[config.mk]
export PLATFORM = sky130hd
export DESIGN_NAME = counter_bcd_iter
export DESIGN_NICKNAME = d
export VERILOG_FILES = /design/src/rtl/counter_bcd_iter.sv
export SDC_FILE = /design/constraint.sdc
export NUM_CORES = 1
export LEC_CHECK = 0
export ABC_AREA = 1
export BUFFER_PORTS_ARGS = -buffer_cell sky130_fd_sc_hd__buf_2
export CORE_UTILIZATION = 39
export DETAILED_ROUTE_END_ITERATION = 16
export GPL_TIMING_DRIVEN = 0
export PLACE_DENSITY = 0.68
export REMOVE_ABC_BUFFERS = 1
export SLEW_MARGIN = 20
export SYNTH_ARGS = -nofsm -noshare
export SYNTH_HDL_FRONTEND = slang
export SYNTH_SLANG_ARGS = --single-unit
[constraint.sdc]
create_clock -name i_clk -period 4.2 [get_ports i_clk]
set_input_delay 0 -clock i_clk [delete_from_list [all_inputs] [get_ports i_clk]]
set_output_delay 0 -clock i_clk [all_outputs]
set_load 0.05 [all_outputs]
[src/rtl/counter_bcd_iter.sv]
`timescale 1ns/1ps
// counter_bcd_iter
// Iterative binary-to-BCD converter (shift-add-3 / double dabble). Each clock
// performs one iteration, so a conversion takes BIN_WIDTH cycles. There is a
// valid/ready handshake on the input and on the output, and conversions do
// not overlap. Also reports decimal overflow and the count of significant
// digits.
//
// Ports:
//   i_clk    rising-edge clock
//   i_rst    synchronous active-high reset
//   i_valid  i_bin is valid
//   o_ready  converter can accept i_bin (IDLE)
//   i_bin    unsigned binary input, BIN_WIDTH bits
//   o_valid  result valid (DONE)
//   i_ready  downstream accepts the result
//   o_bcd    BCD result, digit k at [4k+3:4k], digit 0 = units
//   o_ovf    input >= 10**BCD_DIGITS (o_bcd holds input mod 10**BCD_DIGITS)
//   o_ndig   significant digits in o_bcd (1 when o_bcd == 0)
module counter_bcd_iter #(
    parameter int BIN_WIDTH  = 8,
    parameter int BCD_DIGITS = 3
) (
    input  logic                               i_clk,
    input  logic                               i_rst,
    input  logic                               i_valid,
    output logic                               o_ready,
    input  logic [BIN_WIDTH-1:0]               i_bin,
    output logic                               o_valid,
    input  logic                               i_ready,
    output logic [4*BCD_DIGITS-1:0]            o_bcd,
    output logic                               o_ovf,
    output logic [$clog2(BCD_DIGITS+1)-1:0]    o_ndig
);

    localparam int BCD_W  = 4 * BCD_DIGITS;
    localparam int NDIG_W = $clog2(BCD_DIGITS + 1);
    localparam int CNT_W  = (BIN_WIDTH > 1) ? $clog2(BIN_WIDTH) : 1;

    typedef enum logic [1:0] {
        S_IDLE,
        S_SHIFT,
        S_DONE
    } state_t;

    state_t              r_state;
    state_t              w_state_next;
    logic                w_ready_next;
    logic                w_valid_next;

    logic [BIN_WIDTH-1:0] r_bin;
    logic [BCD_W-1:0]     r_bcd;
    logic                 r_ovf_acc;
    logic [CNT_W-1:0]     r_cnt;
    logic                 r_ready;
    logic                 r_valid;

    logic [BCD_W-1:0]     w_bcd_adj;
    logic [BCD_W-1:0]     w_bcd_shift;
    logic                 w_carry;
    logic                 w_last;
    logic [NDIG_W-1:0]    w_ndig;

    assign o_ready = r_ready;
    assign o_valid = r_valid;

    // State register
    always_ff @(posedge i_clk) begin
        if (i_rst) begin
            r_state <= S_IDLE;
        end else begin
            r_state <= w_state_next;
        end
    end

    // Next state and next handshake outputs
    always_comb begin
        w_state_next = r_state;
        case (r_state)
            S_IDLE:  if (i_valid) w_state_next = S_SHIFT;
            S_SHIFT: if (w_last)  w_state_next = S_DONE;
            S_DONE:  if (i_ready) w_state_next = S_IDLE;
            default: w_state_next = S_IDLE;
        endcase
        w_ready_next = (w_state_next == S_IDLE);
        w_valid_next = (w_state_next == S_DONE);
    end

    // Add-3 correction on every digit >= 5, all digits in parallel
    always_comb begin
        w_bcd_adj = r_bcd;
        for (int unsigned k = 0; k < BCD_DIGITS; k++) begin
            if (r_bcd[4*k +: 4] >= 4'd5) begin
                w_bcd_adj[4*k +: 4] = r_bcd[4*k +: 4] + 4'd3;
            end
        end
    end

    // The bit shifted out of the top digit is the decimal overflow carry
    assign w_carry     = w_bcd_adj[BCD_W-1];
    assign w_bcd_shift = {w_bcd_adj[BCD_W-2:0], r_bin[BIN_WIDTH-1]};
    assign w_last      = (r_cnt == CNT_W'(BIN_WIDTH - 1));

    // Significant digits of the value produced by this iteration
    always_comb begin
        w_ndig = NDIG_W'(1);
        for (int unsigned k = 0; k < BCD_DIGITS; k++) begin
            if (w_bcd_shift[4*k +: 4] != 4'd0) begin
                w_ndig = NDIG_W'(k + 1);
            end
        end
    end

    // Datapath; results are copied to the output registers only on the final
    // iteration so they stay stable through IDLE and SHIFT of the next input.
    always_ff @(posedge i_clk) begin
        if (i_rst) begin
            r_bin     <= '0;
            r_bcd     <= '0;
            r_ovf_acc <= 1'b0;
            r_cnt     <= '0;
            r_ready   <= 1'b1;
            r_valid   <= 1'b0;
            o_bcd     <= '0;
            o_ovf     <= 1'b0;
            o_ndig    <= '0;
        end else begin
            r_ready <= w_ready_next;
            r_valid <= w_valid_next;
            case (r_state)
                S_IDLE: begin
                    if (i_valid) begin
                        r_bin     <= i_bin;
                        r_bcd     <= '0;
                        r_ovf_acc <= 1'b0;
                        r_cnt     <= '0;
                    end
                end
                S_SHIFT: begin
                    r_bin     <= r_bin << 1;
                    r_bcd     <= w_bcd_shift;
                    r_ovf_acc <= r_ovf_acc | w_carry;
                    r_cnt     <= r_cnt + 1'b1;
                    if (w_last) begin
                        o_bcd  <= w_bcd_shift;
                        o_ovf  <= r_ovf_acc | w_carry;
                        o_ndig <= w_ndig;
                    end
                end
                default: ;
            endcase
        end
    end

endmodule

# == Yosys cells after proc, flatten, opt, wreduce, memory -nomap -nowiden ==
# Cells that the tools add are included.
# op_classes
n_bitwise,1
n_addsub,4
n_eq_ne,5
magnitude_cmp,3
mux,17
reduce_logical,7
# ops
operator,count
one-hot mux 12 bit (2 select lines),1
one-hot mux 8 bit (2 select lines),1
adder 4 x 2 -> 4 bit (second input constant),3
greater-or-equal comparator 4 x 3 -> 1 bit (second input constant),3
two-way mux 12 bit,1
two-way mux 4 bit,3
two-way mux 2 bit,5
two-way mux 8 bit,1
nonzero test 4 bit,2
one-hot mux 2 bit (3 select lines),1
one-hot mux 3 bit (2 select lines),1
== test 2 bit (second input constant),2
zero test 2 bit,2
AND reduction 2 bit,2
adder 3 x 1 -> 3 bit (second input constant),1
== test 3 bit (second input constant),1
two-way mux 3 bit,1
== test 2 x 1 -> 1 bit (second input constant),1
inequality test 2 bit (second input constant),1
one-hot mux 1 bit (2 select lines),1
nonzero test 2 bit,1
two-way mux 1 bit,1
bitwise OR 1 bit,1
# totals
elab_cells,47
input_bits,12
output_inout_bits,17
reg_bits,43

# == Longest topological paths before layout ==
# depth
word_depth,5
depth_mapped,11
ltp_nobuf,11

# == Least setup slack after synthesis ==
# No wires, ideal clock.
# synth_timing
path_type,register to register
start,register r_bcd[8]
end,register o_ndig[0]
setup_ns,0.118
synth_period_minus_slack_ns,1.378
setup_slack_ns,2.822
arrival_ns,1.260
path_stages_with_launch,12
required_time_ns,4.082
n_path_buf,0
path_cell_list,dfxtp_1 > inv_1 > ha_1 > inv_1 > nand2_1 > nand3_1 > nand2_1 > nand2_1 > nor2_1 > nand2_1 > nor2_1 > nor2_1
# synth_via
elab_chain_cells,4
word_cells_on_any_way,5
classes_between,add/sub: 1; order compare: 1; mux: 2; reduce/logical: 1
# synth_lines
element,line_no,text
start: declaration,52,logic [BCD_W-1:0] r_bcd;
start signal: assignment,141,r_bcd <= w_bcd_shift;
adder 4 x 2 -> 4 bit or greater-or-equal comparator 4 x 3 -> 1 bit (tied branches),"94, 93",
two-way mux 4 bit *,93,if (r_bcd[4*k +: 4] >= 4'd5) begin
nonzero test 4 bit *,108,if (w_bcd_shift[4*k +: 4] != 4'd0) begin
two-way mux 2 bit *,108,
end signal: assignment,147,o_ndig <= w_ndig;
end: declaration,33,output logic [$clog2(BCD_DIGITS+1)-1:0] o_ndig
# Mark *: on every way between the ends. The rest lies on a longest branch, timed or not.
# A chain may end at the register's enable or synchronous reset.

# == Final worst setup path ==
# layout_timing
start,register r_state[0]
end,register o_ndig[1]
# layout_via
elab_chain_cells,2
# layout_lines
element,line_no,text
start: declaration,46,state_t r_state;
start signal: assignment,72,r_state <= w_state_next;
== test 2 x 1 -> 1 bit,130,case (r_state)
AND reduction 2 bit (no line),-,
# No other way between the ends.

==> summary.txt <==
Outcome
  – Status: finished, final reports clean

Pwr
  – Clock power share: 40.6%
  – Sw power: 0.1869 mW
  – Worst VDD drop: 0.1595 mV
  – Power Total: 0.8171 mW
  – Power density over the cells: 346.3 nW/um^2
  – Leakage: 1.057 nW
  – Reg power frac: 51.8%
  – Internal: 0.6302 mW
  – Switching share of power: 22.88%
  – Logic pwr share: 7.6%

CTS
  – Sinks on the clock net: 43
  – Num CTS Buffers: 5
  – Htree depth: 2
  – Clock buffer depth: 2
  – Clock transition at path regs: 80 ps
  – TritonCTS clock tree: yes
  – Post-CTS setup buffer count: 0
  – Clk_lat worst skew: 300 ps
  – Root Buffer: clkbuf_8

Layout
  – Reg area: 860.8 um^2
  – Share of cells above drive strength 1: 13.66%
  – FILL cells: 520
  – Layout area overhead: 16.13%
  – Area of the multi-input gates: 1001 um^2
  – Antenna Cells: 0
  – Nets@finish: 341

Timing
  – Min cycle time layout: 2121 ps
  – Slew @ Worst Pin: 660.9 ps
  – Fin Setup TNS: 0 ps
  – WHS: 3.293 ps
  – Rel. slew slack: 55.94%
  – Final hold vios: 0
  – RSZ-0062 raised after global routing: false
  – Final slew viol count: 0
  – Final period utilization: 50.50%
  – Worst clock skew: 3.587 ps
  – F_max: 471.4 MHz
  – Final setup viols: 0

Die
  – Die Wd: 74.18 um
  – Starting Density: 41.64%
  – Die Ht: 74.18 um
  – Num rows: 25
  – IO Count: 29
  – Core area: 4880 um^2
  – Die ar.: 5503 um^2

Drt
  – Via count: 1882
  – Post-DRT Antenna Nets: 0
  – Drt total wl: 4295 um
  – Final routed DRC violation total: 0
  – DRT Pass-1 Iters: 5
  – DR WL/cell: 11.04 um
  – Initial drt markers: 124
  – Routed vias/inst: 4.838

Worst setup path
  – CP Launch Type: flop
  – Kind of critical path: flop to flop
  – Req. time, crit path: 4390 ps
  – Worst path arrival time: 2310 ps
  – Max FO, Critical Path: 26
  – Worst Setup End Kind: flop

Worst hold path
  – Worst hold path type: primary input to flop

Global routing
  – GRT Overall Usage: 17.49%
  – Vias in the first global route: 1641
  – Largest net degree at the start of global routing: 36
  – First-pass GRT wire length: 7238 um
  – Grt total ovfl: 0
  – Number of antenna violations at the first check in global routing: 0

Placed design
  – IO Port Bufs: 28
  – Routability cong.: 0.8294
  – Post-DP HPWL: 2887 um

Logic synthesis
  – #FFs+latches synth: 43
  – Post-synthesis sequential area ratio: 42.36%
  – Syn Inst Count: 291
  – Synth warn: 0
  – Cell Area, Synth: 2032 um^2
  – Syn Area/Cell: 6.983 um^2
  – Synth unique cells: 24

Job
  – Maxcap violations: 0
==> worst max-delay path, cell delays in order, from the launching register on <==
cell and delay [ps]:
dfxtp_1 380, inv_2 70, nor2_4 490, nand2_2 350, clkinv_2 300, nand2_1 110, inv_1 90, nand2_1 50
nor2_1 100, a21oi_1 60
==> kinds of logic (layout without fill, tap and decap cells) <==
family	Yosys count	count (layout)	share of synthesized area, %
AND/OR/NAND/NOR	141	141	28.70
adder cells (fa/ha/maj)	8	8	4.926
buffers and inverters	38	69	8.374
AO/OA/AOI/OAI	60	60	15.21
XOR/XNOR	1	1	0.4311
flip-flops	43	43	42.36
==> power groups by stage <==
stage               Sequential (mW)  Clock, mW  Combinational (mW)
floorplan                     0.435          0              0.0346
global placement              0.433          0              0.0585
detailed placement            0.433          0              0.0590
CTS                           0.423      0.343              0.0625
global route                  0.425      0.361              0.0707
finish                        0.423      0.332              0.0621
==> final timing paths <==
kind | startpoint | end | slack [ps] | cells after the start
max | r_state[0] | o_ndig[1] | 2080 | 9
min | i_bin[2] | r_bin[2] | 3 | 3
max reg2reg | r_state[0] | o_ndig[1] | 2080 | 9
min reg2reg | o_bcd[2] | o_bcd[2] | 460 | 2
==> cells in the final DEF (no fill, tap or decap) <==
cell type	synthesis	routed
nor2_2	1	1
nand3_1	11	11
a22oi_1	1	1
a21oi_1	38	38
inv_1	25	25
nand2_1	91	91
ha_1	8	8
a211oi_1	1	1
or2_2	1	1
clkbuf_8	0	6
inv_2	2	2
nor2_4	2	2
nand2_2	1	1
nor2_1	27	27
nand4_1	7	7
bufinv_16	0	1
o21a_1	1	1
clkinv_2	1	2
o21ai_0	18	18
dlygate4sd3_1	0	5
xor2_1	1	1
o22ai_1	1	1
buf_2	3	28
dfxtp_1	43	43
==> cells in the mapped netlist <==
library cell	number	share of area, %
o22ai_1	1	0.31
nor2_4	2	1.1
nand2_1	91	17
buf_6	3	1.7
nand2_2	1	0.31
inv_2	2	0.37
a22oi_1	1	0.37
buf_2	3	0.74
a211oi_1	1	0.37
or2_2	1	0.31
clkbuf_1	3	0.55
o21a_1	1	0.37
a21oi_1	38	9.4
clkinv_2	1	0.25
nand3_1	11	2.7
buf_1	1	0.18
o21ai_0	18	4.4
nor2_2	1	0.31
xor2_1	1	0.43
inv_1	25	4.6
dfxtp_1	43	42
nor2_1	27	5.0
ha_1	8	4.9
nand4_1	7	2.2
==> state kept, by name, indices dropped and copies added, names as in the netlist <==
name       flops
r_state        2
r_bcd         12
o_ndig         2
r_bin          8
r_cnt          3
o_valid        1
o_ready        1
r_ovf_acc      1
o_ovf          1
o_bcd         12
==> routing by layer <==
layer	track usage, %	share of wire [%]
met2	27.37	44
met3	5.285	3.9
met1	22.98	51
met4	5.769	1.3
met5	0	0
==> final cells by class <==
cell class,count,area share [%]
multi-input combinational,210,42.42
sequential,43,36.48
timing repair buffer,33,8.059
inverter,28,4.507
tap,67,3.552
clock buffer,6,3.499
clock inverter,2,1.485
==> stage by stage <==
stage / cell area [um^2] / utilization (%) / setup slack [ps] / std cells
2_1_floorplan: 1968 / - / 2587 / 281
3_3_place_gp: 2192 / 44.92 / 2056 / 376
3_5_place_dp: 2192 / 44.92 / 2074 / 376
4_1_cts: 2360 / 48.36 / 2059 / 389
5_1_grt: 2360 / 48.36 / 1879 / 389
6_report: 2360 / 48.36 / 2079 / 389
==> what timing repair did <==
action                    in CTS  in global routing
gates resized for setup        0                  0
hold endpoints to repair       6                  0
hold buffers                   5                  0
No activity file was read; power rests on OpenSTA's default activity.
